`src/rtl/counter_cmd_arbiter.sv`:
```
// Round-robin command arbiter driving a shared up/down counter, with a shadow copy of its value.
// Define CNT_ARB_SAT_EN to stop a command at the counter bounds instead of wrapping.
module counter_cmd_arbiter #(
    parameter int NUM_REQ     = 4,
    parameter int COUNT_WIDTH = 4,
    parameter int STEP_WIDTH  = 4
) (
    input  logic                          clk,
    input  logic                          a_reset,
    input  logic [NUM_REQ-1:0]            req_valid,
    input  logic [NUM_REQ-1:0]            req_dir,
    input  logic [NUM_REQ*STEP_WIDTH-1:0] req_steps,
    output logic [NUM_REQ-1:0]            req_ready,
    output logic [NUM_REQ-1:0]            done,
    output logic                          sat,
    output logic                          busy,
    output logic                          cnt_s_reset_n,
    output logic                          cnt_enable,
    output logic                          cnt_inc_en,
    output logic                          cnt_dec_en,
    output logic [COUNT_WIDTH-1:0]        shadow_cnt
);

    localparam int IDX_W = (NUM_REQ > 1) ? $clog2(NUM_REQ) : 1;

    typedef enum logic [1:0] {IDLE, GRANT, RUN, DONE} state_t;

    state_t                 state_q, state_d;
    logic [IDX_W-1:0]       rr_q, rr_d, g_q, g_d;
    logic                   dir_q, dir_d;
    logic [STEP_WIDTH-1:0]  rem_q, rem_d;
    logic [NUM_REQ-1:0]     ready_q, ready_d, done_q, done_d;
    logic                   sat_q, sat_d, busy_q, busy_d, rstn_q, rstn_d;
    logic                   en_q, en_d, inc_q, inc_d, dec_q, dec_d;
    logic [COUNT_WIDTH-1:0] shadow_q, shadow_d, shadow_nx;

    logic                   any_valid, hi_found, sel_dir, blk_grant, blk_run;
    logic [IDX_W-1:0]       pick_lo, pick_hi, pick;
    logic [STEP_WIDTH-1:0]  sel_steps;

    function automatic logic [NUM_REQ-1:0] onehot(input logic [IDX_W-1:0] idx);
        logic [NUM_REQ-1:0] v;
        v = '0;
        for (int i = 0; i < NUM_REQ; i++)
            if (IDX_W'(i) == idx) v[i] = 1'b1;
        return v;
    endfunction

`ifdef CNT_ARB_SAT_EN
    function automatic logic at_bound(input logic [COUNT_WIDTH-1:0] v, input logic up);
        return up ? (v == {COUNT_WIDTH{1'b1}}) : (v == '0);
    endfunction
`endif

    // Round-robin pick: lowest valid index >= rr_q, else lowest valid index overall.
    always_comb begin
        any_valid = 1'b0;
        hi_found  = 1'b0;
        pick_lo   = '0;
        pick_hi   = '0;
        for (int i = NUM_REQ - 1; i >= 0; i--) begin
            if (req_valid[i]) begin
                any_valid = 1'b1;
                pick_lo   = IDX_W'(i);
                if (IDX_W'(i) >= rr_q) begin
                    hi_found = 1'b1;
                    pick_hi  = IDX_W'(i);
                end
            end
        end
        pick      = hi_found ? pick_hi : pick_lo;
        sel_dir   = 1'b0;
        sel_steps = '0;
        for (int i = 0; i < NUM_REQ; i++) begin
            if (IDX_W'(i) == g_q) begin
                sel_dir   = req_dir[i];
                sel_steps = req_steps[i*STEP_WIDTH +: STEP_WIDTH];
            end
        end
    end

    // Value the counter will hold after the step currently on the bus lands.
    always_comb begin
        shadow_nx = shadow_q;
        if (inc_q)      shadow_nx = shadow_q + COUNT_WIDTH'(1);
        else if (dec_q) shadow_nx = shadow_q - COUNT_WIDTH'(1);
`ifdef CNT_ARB_SAT_EN
        blk_grant = at_bound(shadow_q, sel_dir);
        blk_run   = at_bound(shadow_nx, dir_q);
`else
        blk_grant = 1'b0;
        blk_run   = 1'b0;
`endif
    end

    always_comb begin
        state_d  = state_q;
        rr_d     = rr_q;
        g_d      = g_q;
        dir_d    = dir_q;
        rem_d    = rem_q;
        ready_d  = '0;
        done_d   = '0;
        sat_d    = 1'b0;
        en_d     = 1'b0;
        inc_d    = 1'b0;
        dec_d    = 1'b0;
        rstn_d   = 1'b1;
        shadow_d = shadow_nx;
        unique case (state_q)
            IDLE: begin
                if (any_valid && rstn_q) begin
                    state_d = GRANT;
                    g_d     = pick;
                    ready_d = onehot(pick);
                end
            end
            GRANT: begin
                dir_d = sel_dir;
                rem_d = sel_steps;
                if (sel_steps == '0 || blk_grant) begin
                    state_d = DONE;
                    done_d  = onehot(g_q);
                    sat_d   = blk_grant && (sel_steps != '0);
                end else begin
                    state_d = RUN;
                    en_d    = 1'b1;
                    inc_d   = sel_dir;
                    dec_d   = !sel_dir;
                end
            end
            RUN: begin
                rem_d = rem_q - STEP_WIDTH'(1);
                if (rem_q == STEP_WIDTH'(1) || blk_run) begin
                    state_d = DONE;
                    done_d  = onehot(g_q);
                    sat_d   = blk_run && (rem_q != STEP_WIDTH'(1));
                end else begin
                    en_d  = 1'b1;
                    inc_d = dir_q;
                    dec_d = !dir_q;
                end
            end
            DONE: begin
                state_d = IDLE;
                rr_d    = (g_q == IDX_W'(NUM_REQ - 1)) ? '0 : g_q + IDX_W'(1);
            end
            default: state_d = IDLE;
        endcase
        busy_d = (state_d != IDLE);
    end

    always_ff @(posedge clk or posedge a_reset) begin
        if (a_reset) begin
            state_q  <= IDLE;
            rr_q     <= '0;
            ready_q  <= '0;
            done_q   <= '0;
            sat_q    <= 1'b0;
            busy_q   <= 1'b0;
            rstn_q   <= 1'b0;
            en_q     <= 1'b0;
            inc_q    <= 1'b0;
            dec_q    <= 1'b0;
            shadow_q <= '0;
        end else begin
            state_q  <= state_d;
            rr_q     <= rr_d;
            ready_q  <= ready_d;
            done_q   <= done_d;
            sat_q    <= sat_d;
            busy_q   <= busy_d;
            rstn_q   <= rstn_d;
            en_q     <= en_d;
            inc_q    <= inc_d;
            dec_q    <= dec_d;
            shadow_q <= shadow_d;
        end
    end

    // Command payload needs no reset: it is only consumed after GRANT has loaded it.
    always_ff @(posedge clk) begin
        g_q   <= g_d;
        dir_q <= dir_d;
        rem_q <= rem_d;
    end

    assign req_ready     = ready_q;
    assign done          = done_q;
    assign sat           = sat_q;
    assign busy          = busy_q;
    assign cnt_s_reset_n = rstn_q;
    assign cnt_enable    = en_q;
    assign cnt_inc_en    = inc_q;
    assign cnt_dec_en    = dec_q;
    assign shadow_cnt    = shadow_q;

endmodule
```
`config.mk`:
```
export PLATFORM = sky130hd
export DESIGN_NAME = counter_cmd_arbiter
export DESIGN_NICKNAME = d
export VERILOG_FILES = /design/src/rtl/counter_cmd_arbiter.sv
export SDC_FILE = /design/constraint.sdc
export NUM_CORES = 1
export LEC_CHECK = 0
export CAP_MARGIN = 20
export CORE_MARGIN = 2
export CORE_UTILIZATION = 47
export DETAILED_ROUTE_END_ITERATION = 10
export MAX_ROUTING_LAYER = met4
export PLACE_DENSITY = 0.78
export RECOVER_POWER = 100
export SLEW_MARGIN = 20
export SYNTH_ARGS = -nofsm -noshare
export SYNTH_HDL_FRONTEND = slang
export SYNTH_SLANG_ARGS = --single-unit
```
`constraint.sdc`:
```
create_clock -name clk -period 2.7 [get_ports clk]
set_input_delay 0.675 -clock clk [delete_from_list [all_inputs] [get_ports clk]]
set_output_delay 0.675 -clock clk [all_outputs]
set_load 0.02 [all_outputs]
```
==> impl_metrics.json <==
{
  "hold_path_class": "reg -> reg",
  "intPower_mw": 1.20,
  "initial_core_util_pct": 48.2,
  "grt_usage_pct": 20.6,
  "grt_max_degree": 22,
  "startpoint": "g_q[0]$_DFFE_PP_",
  "power_frac_comb_pct": 51.1,
  "whs_endpoint": "shadow_cnt[3]$_DFFE_PP0P_",
  "setup_viol": 0,
  "reg2reg_slack_ns": 0.28,
  "overflow": 0,
  "placed_cells": 238,
  "cts_resized": 0,
  "area_growth_pct": 31.4,
  "path_clk_slew_ns": 0.16,
  "async_reset_ff_share_pct": 75.0,
  "cts_tree": "yes",
  "dr.pass1.iters": 4,
  "grt_antenna_before_repair": 0,
  "ys.flop_type": "dfrtp_1",
  "synthCells": 155,
  "period_share_pct": 89.7,
  "synth_area_sq_um": 1580,
  "path_class": "reg -> reg",
  "vias": 1290,
  "tns_ns": 0,
  "holdPathStages": 1,
  "grt_pass1_wl_microns": 5550,
  "hold_buffers": 0,
  "rsz0062_at_grt": "false",
  "port_buffers": 42,
  "clock_latency_ns": 0.34,
  "yosys_register_bits": 28,
  "p_clk_share_pct": 12.2,
  "core-area_sq_um": 3280,
  "crit_path_max_fanout": 9,
  "antenna_cells": 0,
  "ctsLongestPathBuffers": 2,
  "grt_pass1_vias": 1329,
  "drt-initial-drc-count": 49,
  "maxCapViolCount": 0,
  "worstMarginPinSlew_ns": 0.894,
  "vias_per_cell": 5.33,
  "powerDensity_nw_per_um2": 965,
  "fmax_ghz": 0.413,
  "maxSlewHeadroom_pct": 40.3,
  "worstPathRequired_ns": 2.95,
  "htree_levels": 1,
  "cts_setup_buffers": 0,
  "drt_wl_total_microns": 3480,
  "critPathCaptureType": "flip-flop",
  "reg2reg_depth": 6,
  "cts.sinks": 28,
  "worstReg2RegStart": "g_q[0]$_DFFE_PP_",
  "cp.arrival_ns": 2.68,
  "n_fill_cell": 286,
  "start_kind": "flip-flop",
  "power_frac_seq_pct": 36.7,
  "power.switching_mw": 0.806,
  "nets": 236,
  "synth_top_area_share_pct": 33.2,
  "hold_start": "shadow_cnt[3]$_DFFE_PP0P_",
  "ant_nets": 0,
  "synthesis.nets": 194,
  "root_buffer": "clkbuf_4",
  "p_leak_nw": 0.940,
  "wl_per_cell_microns": 14.4,
  "rr_endpoint": "cnt_inc_en$_DFF_PP0_",
  "status": "finished clean",
  "die_w_microns": 62.1,
  "synth.distinct_cells": 39,
  "seq_area_frac_synth_pct": 46.4,
  "row_count": 21,
  "finalNonFillerCells": 242,
  "yosys_warnings": 0,
  "drive_above_1_share_pct": 7.14,
  "finClkSkew_ns": 0.00867,
  "ir_drop_mv": 0.391,
  "tritoncts.num_buffers": 3,
  "avgSynthCellArea_sq_um": 10.2,
  "synth_edf_count": 7,
  "post-route-min-period_ns": 2.42,
  "die-area_sq_um": 3850,
  "ios": 44,
  "netlist_top_cells_area": "dfrtp_1 33%, edfxtp_1 13%, ha_1 9.5%",
  "drc": 0,
  "fp.dieH_microns": 62.1,
  "place.gp.congestion": 0.851,
  "switching_share_pct": 40.1,
  "slew_violations": 0,
  "dp_hpwl_microns": 2800,
  "synth_top_area_cell": "dfrtp_1",
  "hold_violations": 0
}
kinds of logic after synthesis:
family	after synthesis	synth area share [%]
simple gates	47	14.9
compound gates	32	14.5
flops	28	46.4
buf+inv	22	6.08
fa+ha+maj	13	10.7
mux	6	4.19
xor+xnor	5	2.76
other cells	2	0.474
cell usage in the layout, fill, tap and decap left out, types with 2 or more instances in the layout:
cell,n
clkdlybuf4s50_1,23
nor2_1,11
nand2_1,12
nor3_1,4
nand3_1,4
and2_1,2
o22ai_1,5
inv_1,16
dlygate4sd3_1,19
a21o_1,2
conb_1,2
nor2b_1,6
a21oi_1,6
edfxtp_1,7
dfrtp_1,21
a221oi_1,3
a221oi_2,2
xnor2_1,4
nor3b_1,4
mux2_2,5
clkbuf_4,3
ha_1,12
o21ai_0,7
critical path: stages, from the launching register on:
cell and delay [ns]:
edfxtp_1 0.47, ha_1 0.35, or2_4 0.30, a221oi_2 0.17
nor3_1 0.09, or4_1 0.68, a32o_1 0.28
Yosys cell counts (2+ instances only):
master	number
a21oi_1	6
inv_1	16
mux2_2	5
clkbuf_1	2
conb_1	2
a221oi_1	3
nand3_1	4
edfxtp_1	7
buf_2	2
nand2_1	12
and2_1	2
dfrtp_1	21
nor3_1	4
o21ai_0	6
xnor2_1	4
a221oi_2	2
a21o_1	2
o22ai_1	5
nor2_1	11
nor2b_1	6
ha_1	12
nor3b_1	4
power by group through the flow:
stage	sequential (mW)	combinational [mW]	clock (mW)
floorplan	0.800	0.661	0
global placement	0.738	1.01	0
detailed placement	0.751	1.05	0
CTS	0.741	1.06	0.249
global route	0.755	1.15	0.268
finish	0.736	1.03	0.245
per-stage QoR:
step	util, %	hold WS [ns]	instance area [sq um]	power, mW	setup slack [ns]
after floorplan	-	0.469	1580	1.46	0.493
after global placement	61.9	0.471	2030	1.75	0.146
after detailed placement	61.9	0.493	2030	1.80	0.0714
after CTS	63.4	0.517	2080	2.05	0.279
after global routing	63.4	0.532	2080	2.17	0.103
final	63.4	0.500	2080	2.01	0.277
sequential cells by signal, indices dropped and copies added (netlist names):
name           flops
busy               1
cnt_dec_en         1
cnt_enable         1
cnt_inc_en         1
cnt_s_reset_n      1
dir_q              1
done               4
g_q                2
rem_q              4
req_ready          4
rr_q               2
shadow_cnt         4
state_q            2
final cells by class:
class	count	area, sq um	share of cell area, %
timing repair buffer	43	428	20.6
inverter	16	60.1	2.89
clock buffer	4	47.5	2.29
multi-input combinational	105	752	36.1
sequential	28	736	35.4
tap	46	57.6	2.77
worst max-delay path by stage:
stage                                       to  cells past startpoint  slack [ns]
after CTS                 cnt_inc_en$_DFF_PP0_                      7        0.28
after floorplan           cnt_inc_en$_DFF_PP0_                      8        0.49
final                     cnt_inc_en$_DFF_PP0_                      6        0.28
after global placement    cnt_inc_en$_DFF_PP0_                      6        0.15
after detailed placement  cnt_inc_en$_DFF_PP0_                      6        0.07
after global routing      cnt_inc_en$_DFF_PP0_                      7        0.10
routing by layer:
metal	share of wire, %	global-route usage, %	vias to the layer above	routed length [microns]
met5	0	-	-	0
met4	1.8	8.21	0	62
met3	4.9	3.93	8	172
met2	53	36.2	43	1840
met1	40	22.9	624	1410
li1	-	-	615	-
(Power assumes the default switching activity.)
